<file path="config.mk">
export PLATFORM = sky130hd
export DESIGN_NAME = des_subkey_gen_flat
export DESIGN_NICKNAME = d
export VERILOG_FILES = /design/src/rtl/des_subkey_gen_if.sv /design/src/rtl/des_subkey_gen.sv /design/src/flat_wrapper.sv
export SDC_FILE = /design/constraint.sdc
export NUM_CORES = 1
export LEC_CHECK = 0
export ABC_AREA = 1
export BUFFER_PORTS_ARGS = -buffer_cell sky130_fd_sc_hd__buf_4
export CAP_MARGIN = 20
export CORE_ASPECT_RATIO = 0.5
export CORE_MARGIN = 1
export CORE_UTILIZATION = 37
export DETAILED_ROUTE_END_ITERATION = 8
export GPL_TIMING_DRIVEN = 0
export PLACE_DENSITY = 0.63
export REMOVE_ABC_BUFFERS = 1
export SLEW_MARGIN = 20
export SYNTH_ARGS = -nofsm -noshare
export SYNTH_HDL_FRONTEND = slang
export SYNTH_SLANG_ARGS = --single-unit
</file>
<file path="constraint.sdc">
create_clock -name clk -period 5.7 [get_ports clk]
set_input_delay 0.57 -clock clk [delete_from_list [all_inputs] [get_ports clk]]
set_output_delay 0.57 -clock clk [all_outputs]
set_load 0.02 [all_outputs]
</file>
<file path="src/rtl/des_subkey_gen_if.sv">
// -----------------------------------------------------------------------------
// des_subkey_gen_if
//   Handshake bundle between a DES key-schedule generator and its user.
//
//   Handshake rules (both channels):
//     - Command channel: the user raises start together with key/decrypt.
//       The generator takes them on a clock edge where ready=1 and start=1.
//       start while ready=0 is ignored.
//     - Subkey channel: subkey/round_idx are meaningful only while
//       subkey_valid=1. A transfer happens on an edge where both
//       subkey_valid and subkey_ready are 1. Once subkey_valid rises, it,
//       subkey and round_idx hold until that transfer.
//       subkey_ready while subkey_valid=0 has no effect.
//
//   Signals:
//     start, decrypt, key  user -> gen   launch a schedule (key bit 63 = DES bit 1)
//     subkey_ready         user -> gen   consumer accepts the current subkey
//     ready                gen  -> user  idle, start can be accepted
//     subkey_valid         gen  -> user  subkey/round_idx valid
//     subkey, round_idx    gen  -> user  48-bit subkey, position 0..15 in the sequence
//     done                 gen  -> user  one-cycle pulse after the last transfer
//     key_err              gen  -> user  key parity error flag
//
//   Modports: slave = generator side, master = user side.
// -----------------------------------------------------------------------------
interface des_subkey_gen_if;
  logic        start;
  logic        decrypt;
  logic [63:0] key;
  logic        ready;
  logic        subkey_valid;
  logic        subkey_ready;
  logic [47:0] subkey;
  logic [3:0]  round_idx;
  logic        done;
  logic        key_err;

  modport slave (
    input  start, decrypt, key, subkey_ready,
    output ready, subkey_valid, subkey, round_idx, done, key_err
  );

  modport master (
    output start, decrypt, key, subkey_ready,
    input  ready, subkey_valid, subkey, round_idx, done, key_err
  );
endinterface

</file>
<file path="src/rtl/des_subkey_gen.sv">
// -----------------------------------------------------------------------------
// des_subkey_gen
//   Sequential DES key schedule. One accepted start produces the 16 round
//   subkeys, one per handshake, in K1..K16 order (encrypt) or K16..K1 order
//   (decrypt). Decrypt order comes from right-rotating the C/D halves.
//
//   Parameter:
//     PIPE_PC2  0: subkey = PC-2(C,D) combinationally
//               1: PC-2 output registered, one extra cycle per subkey
//   Optional feature (macro PARITY_CHECK_EN):
//     defined   : every key byte must have odd parity at start; on failure
//                 key_err=1 and the run goes straight to FIN (done, no subkeys)
//     undefined : parity bits ignored, key_err tied to 0
//
//   Ports:
//     clk, rst       clock, synchronous active-high reset
//     bus            des_subkey_gen_if.slave (start/decrypt/key, ready,
//                    subkey_valid/subkey_ready/subkey/round_idx, done, key_err)
//     o_dbg_state    current FSM state encoding
//     o_dbg_c/_d     current C and D halves
// -----------------------------------------------------------------------------
module des_subkey_gen #(
  parameter int PIPE_PC2 = 0
) (
  input  logic              clk,
  input  logic              rst,
  des_subkey_gen_if.slave   bus,
  output logic [2:0]        o_dbg_state,
  output logic [27:0]       o_dbg_c,
  output logic [27:0]       o_dbg_d
);

  // The shift step is folded into the transfer edge (and into LOAD for the
  // first subkey), so no separate cycle is spent on it.
  typedef enum logic [2:0] {
    S_IDLE = 3'd0,
    S_LOAD = 3'd1,
    S_PC2W = 3'd2,
    S_EMIT = 3'd3,
    S_FIN  = 3'd4
  } state_t;

  // DES bit numbers, 1 = MSB of the source vector.
  localparam int PC1 [0:55] = '{
    57, 49, 41, 33, 25, 17,  9,  1, 58, 50, 42, 34, 26, 18,
    10,  2, 59, 51, 43, 35, 27, 19, 11,  3, 60, 52, 44, 36,
    63, 55, 47, 39, 31, 23, 15,  7, 62, 54, 46, 38, 30, 22,
    14,  6, 61, 53, 45, 37, 29, 21, 13,  5, 28, 20, 12,  4
  };
  localparam int PC2 [0:47] = '{
    14, 17, 11, 24,  1,  5,  3, 28, 15,  6, 21, 10,
    23, 19, 12,  4, 26,  8, 16,  7, 27, 20, 13,  2,
    41, 52, 31, 37, 47, 55, 30, 40, 51, 45, 33, 48,
    44, 49, 39, 56, 34, 53, 46, 42, 50, 36, 29, 32
  };

  function automatic logic [55:0] f_pc1(input logic [63:0] k);
    logic [55:0] r;
    r = '0;
    for (int i = 0; i < 56; i++) r[55-i] = k[64-PC1[i]];
    return r;
  endfunction

  function automatic logic [47:0] f_pc2(input logic [55:0] cd);
    logic [47:0] r;
    r = '0;
    for (int i = 0; i < 48; i++) r[47-i] = cd[56-PC2[i]];
    return r;
  endfunction

  function automatic logic [27:0] f_rot(input logic [27:0] x, input logic left,
                                        input logic two);
    logic [27:0] r;
    if (left) r = two ? {x[25:0], x[27:26]} : {x[26:0], x[27]};
    else      r = two ? {x[1:0], x[27:2]}   : {x[0], x[27:1]};
    return r;
  endfunction

  state_t      r_state, w_next;
  logic [27:0] r_c, r_d;
  logic        r_dec;
  logic [3:0]  r_idx;
  logic [55:0] w_pc1;
  logic [47:0] w_pc2, w_subkey;
  logic [4:0]  w_sh_n;
  logic        w_sh_two;
  logic        w_key_bad;
  logic        w_ready, w_valid, w_done;

  assign w_pc1 = f_pc1(bus.key);
  assign w_pc2 = f_pc2({r_c, r_d});

  // Table entry used by the rotation on the current transfer:
  // encrypt needs sh[idx+2] (heading to K(idx+2)), decrypt undoes sh[16-idx].
  assign w_sh_n   = r_dec ? (5'd16 - {1'b0, r_idx}) : ({1'b0, r_idx} + 5'd2);
  assign w_sh_two = !((w_sh_n == 5'd1) || (w_sh_n == 5'd2) ||
                      (w_sh_n == 5'd9) || (w_sh_n == 5'd16));

`ifdef PARITY_CHECK_EN
  logic r_key_err;
  logic [7:0] w_byte_odd;
  always_comb begin
    w_byte_odd = '0;
    for (int b = 0; b < 8; b++) w_byte_odd[b] = ^bus.key[8*b +: 8];
  end
  assign w_key_bad   = ~&w_byte_odd;
  assign bus.key_err = r_key_err;
`else
  assign w_key_bad   = 1'b0;
  assign bus.key_err = 1'b0;
`endif

  always_ff @(posedge clk) begin
    if (rst) r_state <= S_IDLE;
    else     r_state <= w_next;
  end

  always_comb begin
    w_next  = r_state;
    w_ready = 1'b0;
    w_valid = 1'b0;
    w_done  = 1'b0;
    case (r_state)
      S_IDLE: begin
        w_ready = 1'b1;
        if (bus.start) w_next = w_key_bad ? S_FIN : S_LOAD;
      end
      S_LOAD: w_next = (PIPE_PC2 != 0) ? S_PC2W : S_EMIT;
      S_PC2W: w_next = S_EMIT;
      S_EMIT: begin
        w_valid = 1'b1;
        if (bus.subkey_ready) begin
          if (r_idx == 4'd15)     w_next = S_FIN;
          else if (PIPE_PC2 != 0) w_next = S_PC2W;
          else                    w_next = S_EMIT;
        end
      end
      S_FIN: begin
        w_done = 1'b1;
        w_next = S_IDLE;
      end
      default: w_next = S_IDLE;
    endcase
  end

  always_ff @(posedge clk) begin
    if (rst) begin
      r_c   <= '0;
      r_d   <= '0;
      r_dec <= 1'b0;
      r_idx <= '0;
`ifdef PARITY_CHECK_EN
      r_key_err <= 1'b0;
`endif
    end else begin
      case (r_state)
        S_IDLE: if (bus.start) begin
          r_c   <= w_pc1[55:28];
          r_d   <= w_pc1[27:0];
          r_dec <= bus.decrypt;
          r_idx <= '0;
`ifdef PARITY_CHECK_EN
          r_key_err <= w_key_bad;
`endif
        end
        // Decrypt starts from C0/D0 unrotated because K16 = PC-2(C16,D16)
        // and the 16 shifts sum to a full 28-bit turn.
        S_LOAD: if (!r_dec) begin
          r_c <= f_rot(r_c, 1'b1, 1'b0);
          r_d <= f_rot(r_d, 1'b1, 1'b0);
        end
        S_EMIT: if (bus.subkey_ready && (r_idx != 4'd15)) begin
          r_idx <= r_idx + 4'd1;
          r_c   <= f_rot(r_c, !r_dec, w_sh_two);
          r_d   <= f_rot(r_d, !r_dec, w_sh_two);
        end
        default: ;
      endcase
    end
  end

  if (PIPE_PC2 != 0) begin : g_pipe
    logic [47:0] r_pc2;
    // Captured only in PC2W so the output stays frozen during EMIT stalls.
    always_ff @(posedge clk) begin
      if (rst)                   r_pc2 <= '0;
      else if (r_state == S_PC2W) r_pc2 <= w_pc2;
    end
    assign w_subkey = r_pc2;
  end else begin : g_comb
    assign w_subkey = w_pc2;
  end

  assign bus.ready        = w_ready;
  assign bus.subkey_valid = w_valid;
  assign bus.subkey       = w_subkey;
  assign bus.round_idx    = r_idx;
  assign bus.done         = w_done;
  assign o_dbg_state      = r_state;
  assign o_dbg_c          = r_c;
  assign o_dbg_d          = r_d;

endmodule
</file>
<file path="src/flat_wrapper.sv">
// flat-port wrapper written by rule: the top's interface ports become plain ports
module des_subkey_gen_flat 
#(
  parameter int PIPE_PC2 = 0
)
  (clk, rst, o_dbg_state, o_dbg_c, o_dbg_d, bus_start, bus_decrypt, bus_key, bus_subkey_ready, bus_ready, bus_subkey_valid, bus_subkey, bus_round_idx, bus_done, bus_key_err);
  des_subkey_gen_if bus_i ();
  input  logic clk;
  input  logic rst;
  output logic [2:0] o_dbg_state;
  output logic [27:0] o_dbg_c;
  output logic [27:0] o_dbg_d;
  input wire logic [$bits(bus_i.start)-1:0] bus_start;
  input wire logic [$bits(bus_i.decrypt)-1:0] bus_decrypt;
  input wire logic [$bits(bus_i.key)-1:0] bus_key;
  input wire logic [$bits(bus_i.subkey_ready)-1:0] bus_subkey_ready;
  output wire logic [$bits(bus_i.ready)-1:0] bus_ready;
  output wire logic [$bits(bus_i.subkey_valid)-1:0] bus_subkey_valid;
  output wire logic [$bits(bus_i.subkey)-1:0] bus_subkey;
  output wire logic [$bits(bus_i.round_idx)-1:0] bus_round_idx;
  output wire logic [$bits(bus_i.done)-1:0] bus_done;
  output wire logic [$bits(bus_i.key_err)-1:0] bus_key_err;
  assign bus_i.start = bus_start;
  assign bus_i.decrypt = bus_decrypt;
  assign bus_i.key = bus_key;
  assign bus_i.subkey_ready = bus_subkey_ready;
  assign bus_ready = bus_i.ready;
  assign bus_subkey_valid = bus_i.subkey_valid;
  assign bus_subkey = bus_i.subkey;
  assign bus_round_idx = bus_i.round_idx;
  assign bus_done = bus_i.done;
  assign bus_key_err = bus_i.key_err;
  des_subkey_gen #(.PIPE_PC2(PIPE_PC2)) u_core (.clk(clk), .rst(rst), .bus(bus_i), .o_dbg_state(o_dbg_state), .o_dbg_c(o_dbg_c), .o_dbg_d(o_dbg_d));
endmodule
</file>
== Word-level counts from Yosys, hierarchy flattened ==
Cells that the tools add are included.
Storage, ports and cells
  input port bits: 69
  output and inout port bits: 115
  register bits after elaboration: 64
  logic and storage cells: 59
Operators by class
  multiplexer cells: 25
  equality and inequality tests: 14
  add/subtract/negate cells: 3
  reductions and logical operators: 12
Operators by type and width (count)
  two-way mux 28 bit: 12
  one-hot mux 28 bit (3 select lines): 2
  two-way mux 3 bit: 3
  one-hot mux 3 bit (3 select lines): 1
  two-way mux 4 bit: 2
  one-hot mux 4 bit (2 select lines): 1
  == test 3 x 2 -> 1 bit (second input constant): 2
  inequality test 2 bit (second input constant): 3
  adder 4 x 2 -> 5 bit (second input constant): 1
  == test 5 x 1 -> 1 bit (second input constant): 1
  == test 5 x 2 -> 1 bit (second input constant): 1
  == test 5 x 4 -> 1 bit (second input constant): 1
  == test 5 bit (second input constant): 1
  two-way mux 5 bit: 1
  subtractor 5 x 4 -> 5 bit (first input constant): 1
  adder 4 x 1 -> 4 bit (second input constant): 1
  == test 4 bit (second input constant): 1
  inequality test 4 bit (second input constant): 1
  AND reduction 2 bit: 2
  AND reduction 4 bit: 1
  == test 3 x 1 -> 1 bit (second input constant): 1
  == test 3 bit (second input constant): 1
  logical NOT 3 bit: 1
  logical OR 1 bit: 3
  other kinds (7): 9

== Logic depth before layout (Yosys ltp) ==
  word-level depth: 10
  mapped depth: 17
  mapped depth without buffers: 15

== Least setup slack after synthesis ==
No wires, ideal clock.
  path kind: register to register
  from: register u_core.r_idx[0], in the netlist u_core.bus.round_idx[0]
  to: register u_core.r_d[14], in the netlist u_core.o_dbg_d[14]
  clock period less this slack: 2111 ps
  path slack: 3589 ps
  arrival: 2041 ps
  required time: 5630 ps
  setup time: 70 ps
  cell stages (with the launch flop): 18
  cell sequence: dfxtp_1 -> inv_1 -> ha_1 -> inv_1 -> nand3_1 -> nand2_1 -> nand2_1 -> nand2_1 -> nand2_1 -> nand2_2 -> nand3_2 -> buf_6 -> buf_6 -> nand2_2 -> nand3_1 -> nand2_1 -> nand2_1 -> a21oi_1
On the way
  cells in the longest elaborated chain, start to end: 10
Ends and longest elaborated chain
  start, declared: RTL line des_subkey_gen.sv:82  | logic [3:0] r_idx;
  start signal, assigned: RTL line des_subkey_gen.sv:173  | r_idx <= r_idx + 4'd1;
  subtractor 5 x 4 -> 5 bit or adder 4 x 2 -> 5 bit (tied branches): RTL line des_subkey_gen.sv:95  | assign w_sh_n = r_dec ? (5'd16 - {1'b0, r_idx}) : ({1'b0, r_idx} + 5'd2);
  two-way mux 5 bit: RTL line des_subkey_gen.sv:95
  == test 5 x 1 -> 1 bit or == test 5 x 2 -> 1 bit (tied branches): RTL line des_subkey_gen.sv:96  | assign w_sh_two = !((w_sh_n == 5'd1) || (w_sh_n == 5'd2) ||
  logical OR 1 bit (2 in series): RTL line des_subkey_gen.sv:96
  logical OR 1 bit: RTL line des_subkey_gen.sv:97  | (w_sh_n == 5'd9) || (w_sh_n == 5'd16));
  two-way mux 28 bit, on equally long branches: RTL line des_subkey_gen.sv:74, des_subkey_gen.sv:75
  two-way mux 28 bit: RTL line des_subkey_gen.sv:74  | if (left) r = two ? {x[25:0], x[27:26]} : {x[26:0], x[27]};
  two-way mux 28 bit: RTL line des_subkey_gen.sv:172  | S_EMIT: if (bus.subkey_ready && (r_idx != 4'd15)) begin
  one-hot mux 28 bit (3 select lines): RTL line des_subkey_gen.sv:156  | case (r_state)
  end signal, assigned: RTL line des_subkey_gen.sv:159  | r_d <= w_pc1[27:0];
  end signal, assigned: RTL line des_subkey_gen.sv:170  | r_d <= f_rot(r_d, 1'b1, 1'b0);
  end signal, assigned: RTL line des_subkey_gen.sv:175  | r_d <= f_rot(r_d, !r_dec, w_sh_two);
  end, declared: RTL line des_subkey_gen.sv:80  | logic [27:0] r_c, r_d;
Several ways; a longest one is shown, not always the timed one. The select of a mux whose other input is x is not followed.
A chain may end at the register's enable or synchronous reset.

== Worst setup path after layout ==
  from: register u_core.r_state[0], in the netlist u_core.o_dbg_state[0]
  to: register u_core.r_c[11], in the netlist u_core.o_dbg_c[11]
On the way
  cells in the longest elaborated chain, start to end: 3
Ends and longest elaborated chain
  start, declared: RTL line des_subkey_gen.sv:79  | state_t r_state, w_next;
  start signal, assigned: RTL line des_subkey_gen.sv:115  | else r_state <= w_next;
  == test 3 x 1 -> 1 bit, or another cell as far along: RTL line des_subkey_gen.sv:156
  inequality test 2 bit (no line), or another cell as far along
  AND reduction 4 bit (no line)
  end signal, assigned: RTL line des_subkey_gen.sv:158  | r_c <= w_pc1[55:28];
  end signal, assigned: RTL line des_subkey_gen.sv:169  | r_c <= f_rot(r_c, 1'b1, 1'b0);
  end signal, assigned: RTL line des_subkey_gen.sv:174  | r_c <= f_rot(r_c, !r_dec, w_sh_two);
  end, declared: RTL line des_subkey_gen.sv:80
Several ways; a longest one is shown, not always the timed one.

==> impl_metrics.py <==
metrics = {
    "routing": {
        "wl_per_cell_um": 15.34,
        "wl_mm": 18.81,
        "ant_nets": 0,
        "first_pass_iters": 6,
        "drc_errors": 0,
        "vias_per_cell": 5.387,
        "vias": 6604,
        "drtIter0Drc": 758,
    },
    "setup_path": {
        "r2r-start": "u_core.o_dbg_state[0]$_SDFFE_PP0P_",
        "path_cells": "inv_2 -> nor2_1 -> nand2_2 -> o21ai_0 -> nor2_4 -> buf_12 -> clkinv_2 -> nor2_1 -> a21oi_1",
        "critPathMaxStageDelay_ns": 0.73,
        "cp-end-kind": "register",
        "crit_arrival_ns": 4.13,
        "start_kind": "register",
        "cp_max_fo": 60,
        "slowest_stage": "clkinv_2",
        "cp-startpoint": "u_core.o_dbg_state[0]$_SDFFE_PP0P_",
        "required_ns": 5.92,
        "r2r_cells": 9,
        "crit_top_cell": "nor2_1",
        "critical_path_class": "reg -> reg",
        "reg2reg_to": "u_core.o_dbg_c[11]$_SDFFE_PP0P_",
        "r2r_slack_ns": 1.78,
    },
    "die": {
        "core.rowCount": 31,
        "die_height_um": 88.52,
        "io_pins": 184,
        "die_area_um2": 15490,
        "initial_utilization_pct": 38.08,
        "core_area_um2": 14550,
        "chipWidth_um": 175.0,
    },
    "timing": {
        "fin_skew_ns": 0.008021,
        "tns_ns": 0,
        "rsz0062_at_grt": "false",
        "period_share_pct": 68.69,
        "tightest_slew_ns": 0.9774,
        "fmax_ghz": 0.2554,
        "slew_headroom_pct": 34.84,
        "report.final.slew_viol_count": 0,
        "finalSetupViolCount": 0,
        "finalCriticalPeriod_ns": 3.915,
        "hold_viol": 0,
    },
    "clocking": {
        "cts_made_buffers": 9,
        "clock_latency_ns": 0.34,
        "cts_tree": "yes",
        "clk_pin_slew_worst_paths_ns": 0.06,
        "cts.repair.resized": 0,
        "ctsLongestPathBuffers": 2,
        "numClockSinks": 64,
        "htree_levels": 3,
        "cts_setup_buffers": 0,
        "ctsRootBufferMaster": "clkbuf_16",
        "hold_buffers": 0,
    },
    "final_layout": {
        "stdcell_area_um2": 6925,
        "drive_gt1_share_pct": 22.76,
        "layout_common_cells": "nand3_1 (175), nand2_1 (174), buf_4 (174)",
        "regArea_um2": 1284,
        "instances_no_fill": 1226,
        "synthToLayoutAreaGrowth_pct": 25.03,
        "n_antenna_cell": 0,
        "multi_input_area_um2": 3269,
        "layout_commonest_cell": "nand3_1",
        "nFillCells": 1523,
        "final_nets": 1098,
    },
    "run_status": {
        "status": "complete, no violations",
    },
    "logic_synthesis": {
        "synth_compound_area_share_pct": 21.53,
        "avgSynthCellArea_um2": 5.824,
        "synth-xor-area-share_pct": 0.1581,
        "synth_seq_cells": 64,
        "syn_inst": 951,
        "synth.yosys.seq_area_share_pct": 23.13,
        "synth_fa_ha_area_share_pct": 1.129,
        "syn_area_um2": 5539,
        "yosys-mux-area-fraction_pct": 0,
        "ys_types": 26,
        "synthSimpleGateAreaFrac_pct": 35.58,
        "synth_warnings": 0,
        "synth_top_family_by_area": "simple AND/OR/NAND/NOR gates",
    },
    "placed_design": {
        "place_congestion": 0.8320,
        "portBuffers": 174,
        "hpwl_mm": 12.39,
        "dp_cells": 1211,
        "placed_area_um2": 6618,
    },
    "global_route": {
        "grt_pass1_vias": 5840,
        "grt_use_total_pct": 24.12,
        "antenna_found_initial": 0,
        "gr-total-overflow": 0,
        "grt_max_degree": 61,
        "grt_pass1_wl_mm": 30.27,
    },
    "run": {
        "cap_violations": 0,
    },
    "worst_hold_path": {
        "whs_path_depth": 2,
        "holdPathEnd": "u_core.o_dbg_state[2]$_SDFFE_PP0P_",
        "hp-class": "in -> reg",
        "hold_start": "rst",
    },
    "pwr": {
        "power.density_nw_per_um2": 320.7,
        "ir_worst_vdd_uv": 142.8,
        "power_mw": 2.221,
        "p_leak_nw": 3.268,
    },
}
-- cell type report --
class / instances / area share [%]
clock buffers: 12 / 3.848
clock inverters: 3 / 0.5781
inverters: 74 / 4.029
multi-input cells: 691 / 47.21
flip-flops and latches: 64 / 18.54
well taps: 198 / 3.577
repair buffers: 184 / 22.22
-- synthesized netlist by cell type (all sizes together) --
cell	instances	area, um2
a21oi	63	315.3
inv	74	277.8
nor3b	1	7.510
conb	1	3.750
xor2	1	8.760
o21ai	173	869.6
buf	90	621.8
o21bai	1	7.510
nand2	194	775.7
clkbuf	32	120.1
nor2	74	290.3
dfxtp	64	1281
nor4	1	6.260
nand3	176	885.9
nor3	1	5.000
ha	5	62.56
-- power breakdown --
group / leakage [nW] / switching, mW / internal (mW)
Clock: 0.154 / 0.217 / 0.371
Combinational: 2.58 / 0.668 / 0.388
Sequential: 0.532 / 0.0690 / 0.508
-- critical path, delay by kind of cell, from the launching register on --
kind / cells / cell delay (ns)
compound gates: 2 / 0.32
buf+inv: 3 / 1.69
flops: 1 / 0.33
simple gates: 4 / 1.39
-- logic make-up (layout without fill, tap and decap cells) --
logic type | Yosys count | in the layout
AND/OR/NAND/NOR | 447 | 447
AO/OA/AOI/OAI | 237 | 237
buffers and inverters | 196 | 273
flip-flops | 64 | 64
adder cells (fa/ha/maj) | 5 | 5
other | 1 | 1
XOR/XNOR | 1 | 1
-- flip-flops by register name, indices dropped and copies added, names as in the netlist --
name,count
u_core.o_dbg_c,28
u_core.bus.round_idx,4
u_core.o_dbg_state,3
u_core.r_dec,1
u_core.o_dbg_d,28
-- worst max-delay path by stage --
stage,end,slack [ns]
after floorplan,u_core.o_dbg_c[10]$_SDFFE_PP0P_,0.61
after global placement,u_core.o_dbg_d[4]$_SDFFE_PP0P_,-2.25
after detailed placement,u_core.o_dbg_d[2]$_SDFFE_PP0P_,2.18
after CTS,u_core.o_dbg_d[5]$_SDFFE_PP0P_,2.17
after global routing,u_core.o_dbg_d[1]$_SDFFE_PP0P_,1.34
final,u_core.o_dbg_c[11]$_SDFFE_PP0P_,1.78
-- metrics by stage --
step                      worst slack [ns]  hold slack [ns]  utilization [%]
after CTS                            2.167           0.3916            47.60
after detailed placement             2.181           0.5473            45.50
final                                1.785           0.3966            47.61
after floorplan                     0.6064           0.5922                -
after global placement              -2.254           0.5334            43.66
after global routing                 1.337           0.3903            47.61
-- per-layer routing --
metal	vias up	GRT usage (%)	share of wire (%)
li1	3262	-	-
met1	3081	35.18	50
met2	242	37.45	43
met3	19	3.823	6.4
met4	0	4.901	0.89
met5	-	0	0
No activity file was read; power rests on OpenSTA's default activity.
